--- config.mk ---
export PLATFORM = sky130hd
export DESIGN_NAME = adder_share_arbiter_flat
export DESIGN_NICKNAME = d
export VERILOG_FILES = /design/src/rtl/adder_share_arbiter_if.sv /design/src/rtl/adder_share_arbiter.sv /design/src/flat_wrapper.sv
export SDC_FILE = /design/constraint.sdc
export NUM_CORES = 1
export LEC_CHECK = 0
export CAP_MARGIN = 30
export CORE_ASPECT_RATIO = 1.1
export CORE_MARGIN = 4
export CORE_UTILIZATION = 50
export DETAILED_ROUTE_END_ITERATION = 7
export DONT_BUFFER_PORTS = 1
export PLACE_DENSITY = 0.68
export SKIP_CTS_REPAIR_TIMING = 1
export SKIP_LAST_GASP = 1
export SYNTH_ARGS = -nofsm -noshare
export SYNTH_HDL_FRONTEND = slang
export SYNTH_SLANG_ARGS = --single-unit
--- constraint.sdc ---
create_clock -name clk -period 1.7 [get_ports clk]
set_input_delay 0.34 -clock clk [delete_from_list [all_inputs] [get_ports clk]]
set_output_delay 0.34 -clock clk [all_outputs]
set_load 0.01 [all_outputs]
--- src/rtl/adder_share_arbiter_if.sv ---
// Request/response bundle between the operand producers and the shared adder.
// The producer side uses the master modport; the arbiter uses the slave modport.
interface adder_share_arbiter_if #(
  parameter int WIDTH = 8,
  parameter int NREQ  = 4,
  parameter int IDW   = 3
);
  logic [NREQ-1:0]       req_valid;
  logic [NREQ-1:0]       req_ready;
  logic [NREQ*WIDTH-1:0] req_a;
  logic [NREQ*WIDTH-1:0] req_b;
  logic                  rsp_valid;
  logic                  rsp_ready;
  logic [IDW-1:0]        rsp_id;
  logic [WIDTH-1:0]      rsp_sum;
  logic                  rsp_over;

  modport master (
    output req_valid, req_a, req_b, rsp_ready,
    input  req_ready, rsp_valid, rsp_id, rsp_sum, rsp_over
  );

  modport slave (
    input  req_valid, req_a, req_b, rsp_ready,
    output req_ready, rsp_valid, rsp_id, rsp_sum, rsp_over
  );
endinterface

--- src/rtl/adder_share_arbiter.sv ---
// adder_share_arbiter: round-robin sharing of one signed WIDTH-bit adder with
// overflow detection among NREQ requesters. One operation is in flight at a time:
// IDLE (arbitrate + accept operands) -> CALC (add) -> RESP (hold until consumed).
// Optional build macro ADDER_SAT_EN: when defined, an overflowing sum is replaced
// by the most-positive / most-negative representable value; rsp_over stays set.

// Invariant checks kept apart from the datapath; ignored by synthesis flows.
module adder_share_arbiter_chk #(
  parameter int WIDTH = 8,
  parameter int NREQ  = 4,
  parameter int IDW   = 3
) (
  input logic             clk,
  input logic             rst,
  input logic [NREQ-1:0]  req_ready,
  input logic             busy,
  input logic             rsp_valid,
  input logic             rsp_ready,
  input logic [IDW-1:0]   rsp_id,
  input logic [WIDTH-1:0] rsp_sum,
  input logic             rsp_over,
  input logic [WIDTH:0]   sum_full,
  input logic             over
);
  // At most one requester is ever accepted in a cycle.
  a_ready_onehot: assert property (@(posedge clk) disable iff (rst) $onehot0(req_ready));

  // Nothing is accepted while an operation is in flight.
  a_ready_idle: assert property (@(posedge clk) disable iff (rst) busy |-> (req_ready == '0));

  // A stalled response keeps its payload until it is consumed.
  a_rsp_hold: assert property (@(posedge clk) disable iff (rst)
    (rsp_valid && !rsp_ready) |=> (rsp_valid && $stable(rsp_id) && $stable(rsp_sum) && $stable(rsp_over)));

  // Sign-bit overflow rule agrees with the extended-sum view (top two bits differ).
  a_ovf_consistent: assert property (@(posedge clk) disable iff (rst)
    over == (sum_full[WIDTH] ^ sum_full[WIDTH-1]));
endmodule

module adder_share_arbiter #(
  parameter int WIDTH = 8,
  parameter int NREQ  = 4,
  parameter int IDW   = 3,
  parameter int CNTW  = 16
) (
  input  logic                  clk,
  input  logic                  rst,
  adder_share_arbiter_if.slave  bus,
  output logic                  busy,
  output logic [CNTW-1:0]       op_count
);

  typedef enum logic [1:0] {
    IDLE = 2'd0,
    CALC = 2'd1,
    RESP = 2'd2
  } state_t;

  // Sign-extend both operands and add at WIDTH+1 bits.
  function automatic logic [WIDTH:0] add_ext(input logic [WIDTH-1:0] x, input logic [WIDTH-1:0] y);
    return {x[WIDTH-1], x} + {y[WIDTH-1], y};
  endfunction

  // Signed overflow: like-signed operands producing a differently-signed result.
  function automatic logic signed_ovf(input logic [WIDTH-1:0] x, input logic [WIDTH-1:0] y,
                                      input logic [WIDTH-1:0] s);
    return (x[WIDTH-1] == y[WIDTH-1]) && (s[WIDTH-1] != x[WIDTH-1]);
  endfunction

`ifdef ADDER_SAT_EN
  // Clamp value chosen by the common operand sign.
  function automatic logic [WIDTH-1:0] sat_value(input logic neg);
    return neg ? {1'b1, {(WIDTH-1){1'b0}}} : {1'b0, {(WIDTH-1){1'b1}}};
  endfunction
`endif

  state_t            state_r;
  logic [IDW-1:0]    last_grant_r;
  logic [IDW-1:0]    grant_r;
  logic [WIDTH-1:0]  a_r;
  logic [WIDTH-1:0]  b_r;
  logic [IDW-1:0]    rsp_id_r;
  logic [WIDTH-1:0]  rsp_sum_r;
  logic              rsp_over_r;
  logic              rsp_valid_r;
  logic              busy_r;
  logic [CNTW-1:0]   op_count_r;

  logic [IDW-1:0]    grant_s;
  logic              found_s;
  logic              take_s;
  logic [NREQ-1:0]   ready_s;
  logic [WIDTH-1:0]  sel_a_s;
  logic [WIDTH-1:0]  sel_b_s;
  logic [WIDTH:0]    sum_full_s;
  logic              over_s;
  logic [WIDTH-1:0]  result_s;

  // Round-robin search starting just after the last accepted requester.
  always_comb begin
    grant_s = '0;
    found_s = 1'b0;
    take_s  = 1'b0;
    for (int k = 1; k <= NREQ; k++) begin
      for (int i = 0; i < NREQ; i++) begin
        take_s  = !found_s && bus.req_valid[i] && (((int'(last_grant_r) + k) % NREQ) == i);
        grant_s = take_s ? IDW'(i) : grant_s;
        found_s = found_s | take_s;
      end
    end
  end

  // Ready goes to the winner only while idle; the handshake completes this cycle.
  always_comb begin
    ready_s = '0;
    for (int i = 0; i < NREQ; i++) begin
      ready_s[i] = (state_r == IDLE) && found_s && (grant_s == IDW'(i));
    end
  end

  assign bus.req_ready = ready_s;

  // Operand mux: AND-OR select of the granted requester's lanes.
  always_comb begin
    sel_a_s = '0;
    sel_b_s = '0;
    for (int i = 0; i < NREQ; i++) begin
      sel_a_s = sel_a_s | ({WIDTH{grant_s == IDW'(i)}} & bus.req_a[i*WIDTH +: WIDTH]);
      sel_b_s = sel_b_s | ({WIDTH{grant_s == IDW'(i)}} & bus.req_b[i*WIDTH +: WIDTH]);
    end
  end

  // Shared adder on the latched operands; carry-out plays no part in the result.
  always_comb begin
    sum_full_s = add_ext(a_r, b_r);
    over_s     = signed_ovf(a_r, b_r, sum_full_s[WIDTH-1:0]);
`ifdef ADDER_SAT_EN
    result_s   = over_s ? sat_value(a_r[WIDTH-1]) : sum_full_s[WIDTH-1:0];
`else
    result_s   = sum_full_s[WIDTH-1:0];
`endif
  end

  // Control FSM with all outputs registered alongside the state.
  always_ff @(posedge clk) begin
    if (rst) begin
      state_r      <= IDLE;
      last_grant_r <= IDW'(NREQ - 1);
      grant_r      <= '0;
      a_r          <= '0;
      b_r          <= '0;
      rsp_id_r     <= '0;
      rsp_sum_r    <= '0;
      rsp_over_r   <= 1'b0;
      rsp_valid_r  <= 1'b0;
      busy_r       <= 1'b0;
      op_count_r   <= '0;
    end else begin
      case (state_r)
        IDLE: begin
          if (found_s) begin
            grant_r <= grant_s;
            a_r     <= sel_a_s;
            b_r     <= sel_b_s;
            state_r <= CALC;
            busy_r  <= 1'b1;
          end else begin
            busy_r  <= 1'b0;
          end
        end
        CALC: begin
          rsp_sum_r   <= result_s;
          rsp_over_r  <= over_s;
          rsp_id_r    <= grant_r;
          rsp_valid_r <= 1'b1;
          state_r     <= RESP;
          busy_r      <= 1'b1;
        end
        RESP: begin
          if (bus.rsp_ready) begin
            rsp_valid_r  <= 1'b0;
            last_grant_r <= grant_r;
            op_count_r   <= op_count_r + {{(CNTW-1){1'b0}}, 1'b1};
            state_r      <= IDLE;
            busy_r       <= 1'b0;
          end else begin
            rsp_valid_r  <= 1'b1;
            busy_r       <= 1'b1;
          end
        end
        default: begin
          state_r     <= IDLE;
          rsp_valid_r <= 1'b0;
          busy_r      <= 1'b0;
        end
      endcase
    end
  end

  assign bus.rsp_valid = rsp_valid_r;
  assign bus.rsp_id    = rsp_id_r;
  assign bus.rsp_sum   = rsp_sum_r;
  assign bus.rsp_over  = rsp_over_r;
  assign busy          = busy_r;
  assign op_count      = op_count_r;

  adder_share_arbiter_chk #(
    .WIDTH (WIDTH),
    .NREQ  (NREQ),
    .IDW   (IDW)
  ) u_chk (
    .clk       (clk),
    .rst       (rst),
    .req_ready (ready_s),
    .busy      (busy_r),
    .rsp_valid (rsp_valid_r),
    .rsp_ready (bus.rsp_ready),
    .rsp_id    (rsp_id_r),
    .rsp_sum   (rsp_sum_r),
    .rsp_over  (rsp_over_r),
    .sum_full  (sum_full_s),
    .over      (over_s)
  );

endmodule

--- src/flat_wrapper.sv ---
// flat-port wrapper written by rule: the top's interface ports become plain ports
module adder_share_arbiter_flat 
#(
  parameter int WIDTH = 8,
  parameter int NREQ  = 4,
  parameter int IDW   = 3,
  parameter int CNTW  = 16
)
  (clk, rst, busy, op_count, bus_req_valid, bus_req_a, bus_req_b, bus_rsp_ready, bus_req_ready, bus_rsp_valid, bus_rsp_id, bus_rsp_sum, bus_rsp_over);
  adder_share_arbiter_if #(.WIDTH(WIDTH), .NREQ(NREQ), .IDW(IDW)) bus_i ();
  input  logic clk;
  input  logic rst;
  output logic busy;
  output logic [CNTW-1:0] op_count;
  input wire logic [$bits(bus_i.req_valid)-1:0] bus_req_valid;
  input wire logic [$bits(bus_i.req_a)-1:0] bus_req_a;
  input wire logic [$bits(bus_i.req_b)-1:0] bus_req_b;
  input wire logic [$bits(bus_i.rsp_ready)-1:0] bus_rsp_ready;
  output wire logic [$bits(bus_i.req_ready)-1:0] bus_req_ready;
  output wire logic [$bits(bus_i.rsp_valid)-1:0] bus_rsp_valid;
  output wire logic [$bits(bus_i.rsp_id)-1:0] bus_rsp_id;
  output wire logic [$bits(bus_i.rsp_sum)-1:0] bus_rsp_sum;
  output wire logic [$bits(bus_i.rsp_over)-1:0] bus_rsp_over;
  assign bus_i.req_valid = bus_req_valid;
  assign bus_i.req_a = bus_req_a;
  assign bus_i.req_b = bus_req_b;
  assign bus_i.rsp_ready = bus_rsp_ready;
  assign bus_req_ready = bus_i.req_ready;
  assign bus_rsp_valid = bus_i.rsp_valid;
  assign bus_rsp_id = bus_i.rsp_id;
  assign bus_rsp_sum = bus_i.rsp_sum;
  assign bus_rsp_over = bus_i.rsp_over;
  adder_share_arbiter #(.WIDTH(WIDTH), .NREQ(NREQ), .IDW(IDW), .CNTW(CNTW)) u_core (.clk(clk), .rst(rst), .bus(bus_i), .busy(busy), .op_count(op_count));
endmodule
==> flow_metrics.tcl <==
set metrics [dict create \
    status "complete, but fails checks" \
    violations "setup timing" \
    vias 2541 \
    hp-class "input pin to flip-flop" \
    core-area_sq_um 5730 \
    powerDensity_nw_per_um2 952 \
    cp_top_family "flip-flops" \
    path_class "flip-flop to primary output" \
    cp_max_fo 7 \
    cp_data_required_time_ns 1.36 \
    rsz0062_at_grt "yes" \
    synth_nets 417 \
    fin_hold_ws_ns 0.0910 \
    nFillCells 505 \
    arrival_ns 1.61 \
    synth-seq-area-share 0.348 \
    clk_latency_ns 0.31 \
    multiInputGateArea_sq_um 1940 \
    drt-total-wl_mm 7.71 \
    grt_pass1_vias 2518 \
    syn_inst 333 \
    synth_area_sq_um 2930 \
    synth_top_cells_by_area "dfxtp_1 (35%), mux2i_1 (7.2%), nor2_1 (6.9%)" \
    grt_pass1_wl_mm 11.4 \
    yosysTopAreaCellShare 0.348 \
    start_kind "flip-flop" \
    ys_async_sr_fraction 0 \
    numPortBuffers 0 \
    htree_levels 2 \
    fin_nets 442 \
    setup_ws_ns -0.248 \
    syn_avg_cell_area_sq_um 8.81 \
    maxCapViolations 0 \
    min_period_over_period 1.15 \
    grt_antenna_before_repair 1 \
    clock_path_buffers 2 \
    dp.cells 415 \
    grt_overflow 0 \
    cts_tree "yes" \
    slew_violations 0 \
    final_cell_count_no_fill 437 \
    final_cell_mix "nor2_1 (50), dfxtp_1 (44), buf_4 (30), mux2i_1 (20), and3_1 (20)" \
    grt_start_max_net_pins 55 \
    clk_pin_slew_ns 0.10 \
    track_usage 0.199 \
    total_power_mw 3.42 \
    ant_nets 0 \
    fp-row-count 29 \
    fin_crit_ns 1.95 \
    synth_seq_cells 51 \
    clock_skew_ns 0.0113 \
    finalSetupViolCount 20 \
    crit_path_end_kind "primary output" \
    drtPass1Iterations 4 \
    drc_errors 0 \
    numCtsBuffers 5 \
    regArea_sq_um 1030 \
    cts.sinks 51 \
    ys.flop_type "dfxtp_1" \
    drt_iter0_markers 124 \
    root_buffer "clkbuf_8" \
    die_h_microns 88.3 \
    synth_area_leader_cell "dfxtp_1" \
    die_x_microns 81.0 \
    critPathSlowestCell "dfxtp_4" \
    via_per_inst 5.81 \
    synth_cell_types 50 \
    leakagePower_nw 1.41 \
    globalplace.congestion 0.850 \
    finalHoldViolCount 0 \
    ys_warn_count 0 \
    io_pins 105 \
    final_common_cell "nor2_1" \
    place_ws_ns -0.0967 \
    critical_path_buf_inv_count 2 \
    max-vdd-ir-drop_v 0.000681 \
    fmax_mhz 513 \
    areaGrowthSynthToFinish_pct 22.4 \
    critPathMaxStageDelay_ns 0.39 \
    cpMostUsedCell "buf_6" \
    die_area_sq_um 7160 \
    start_util 0.512 \
    drive_above_1_share 0.279 \
    synth_edf_count 0 \
    path_cells "mux2i_1, a2bb2oi_2, nand2_4, buf_6, nor2_4, buf_6" \
    wl_per_cell_microns 17.6 \
    hpwl_mm 5.33 \
]
worst paths after layout:
check	startpoint	to	slack (ns)	cells past startpoint
setup / recovery	u_core.last_grant_r[1]	bus_req_ready[0]	-0.25	6
hold / removal	rst	u_core.op_count[6]	0.09	1
setup reg to reg	u_core.last_grant_r[1]	u_core.a_r[5]	-0.21	7
hold reg to reg	u_core.grant_r[1]	u_core.grant_r[1]	0.49	2
power breakdown:
| part | switching, mW | total, mW | internal [mW] |
|---|---|---|---|
| logic | 0.558 | 1.11 | 0.555 |
| registers | 0.123 | 1.45 | 1.32 |
| clock network | 0.413 | 0.858 | 0.445 |
| total | 1.09 | 3.42 | 2.32 |
through the flow:
stage	instance area, sq um	setup TNS (ns)	utilization
finish	3590	-2.95	0.626
detailed placement	3150	-0.514	0.550
floorplan	2940	-0.0317	-
global placement	3150	-0.205	0.550
CTS	3270	-2.24	0.570
global route	3590	-5.61	0.626
registers in the layout (all words and copies together) (netlist names):
name / count
u_core.b_r: 8
u_core.bus.rsp_over: 1
u_core.last_grant_r: 2
u_core.bus.rsp_sum: 8
u_core.state_r: 2
u_core.busy: 1
u_core.bus.rsp_id: 2
u_core.bus.rsp_valid: 1
u_core.grant_r: 2
u_core.op_count: 16
u_core.a_r: 8
synth_stat cells, types with 8 or more instances:
| master | count |
|---|---|
| dfxtp_1 | 51 |
| clkbuf_1 | 12 |
| and3_1 | 21 |
| nor2_1 | 54 |
| ha_1 | 12 |
| a2111oi_2 | 9 |
| a21oi_1 | 11 |
| nand2_1 | 16 |
| xor2_1 | 11 |
| a211oi_1 | 18 |
| mux2i_1 | 21 |
| nor2b_1 | 8 |
area by class of cell:
cell class              count  area share
inverters                   7     0.00732
well taps                  77      0.0268
flip-flops and latches     51       0.288
multi-input cells         254       0.541
clock buffers               5      0.0192
clock inverters             3      0.0126
repair buffers             39       0.105
diodes                      1    0.000697
worst reg2reg max path, cell delays in order, from the launching register on:
cell and delay [ns]:
dfxtp_4 0.39, mux2i_1 0.28, a2bb2oi_2 0.24, nand2_4 0.07
buf_4 0.17, buf_12 0.15, a211oi_1 0.39, a2111oi_2 0.10
per-layer routing:
metal | track usage | up-vias | part of all wire
met4 | 0.0630 | 0 | 0.011
met2 | 0.362 | 72 | 0.52
met3 | 0.0652 | 10 | 0.077
met5 | 0 | - | 0
li1 | - | 1252 | -
met1 | 0.219 | 1207 | 0.39
cells by family (layout without fill, tap and decap cells):
group / after synthesis / after routing / share of synthesized area
compound gates: 68 / 68 / 0.194
xor+xnor: 16 / 16 / 0.0478
fa+ha+maj: 13 / 13 / 0.0580
buf+inv: 28 / 54 / 0.0482
flops: 51 / 51 / 0.348
mux: 21 / 21 / 0.0717
other cells: 1 / 2 / 0.00128
simple gates: 135 / 135 / 0.231
No activity file was read; power rests on OpenSTA's default activity.
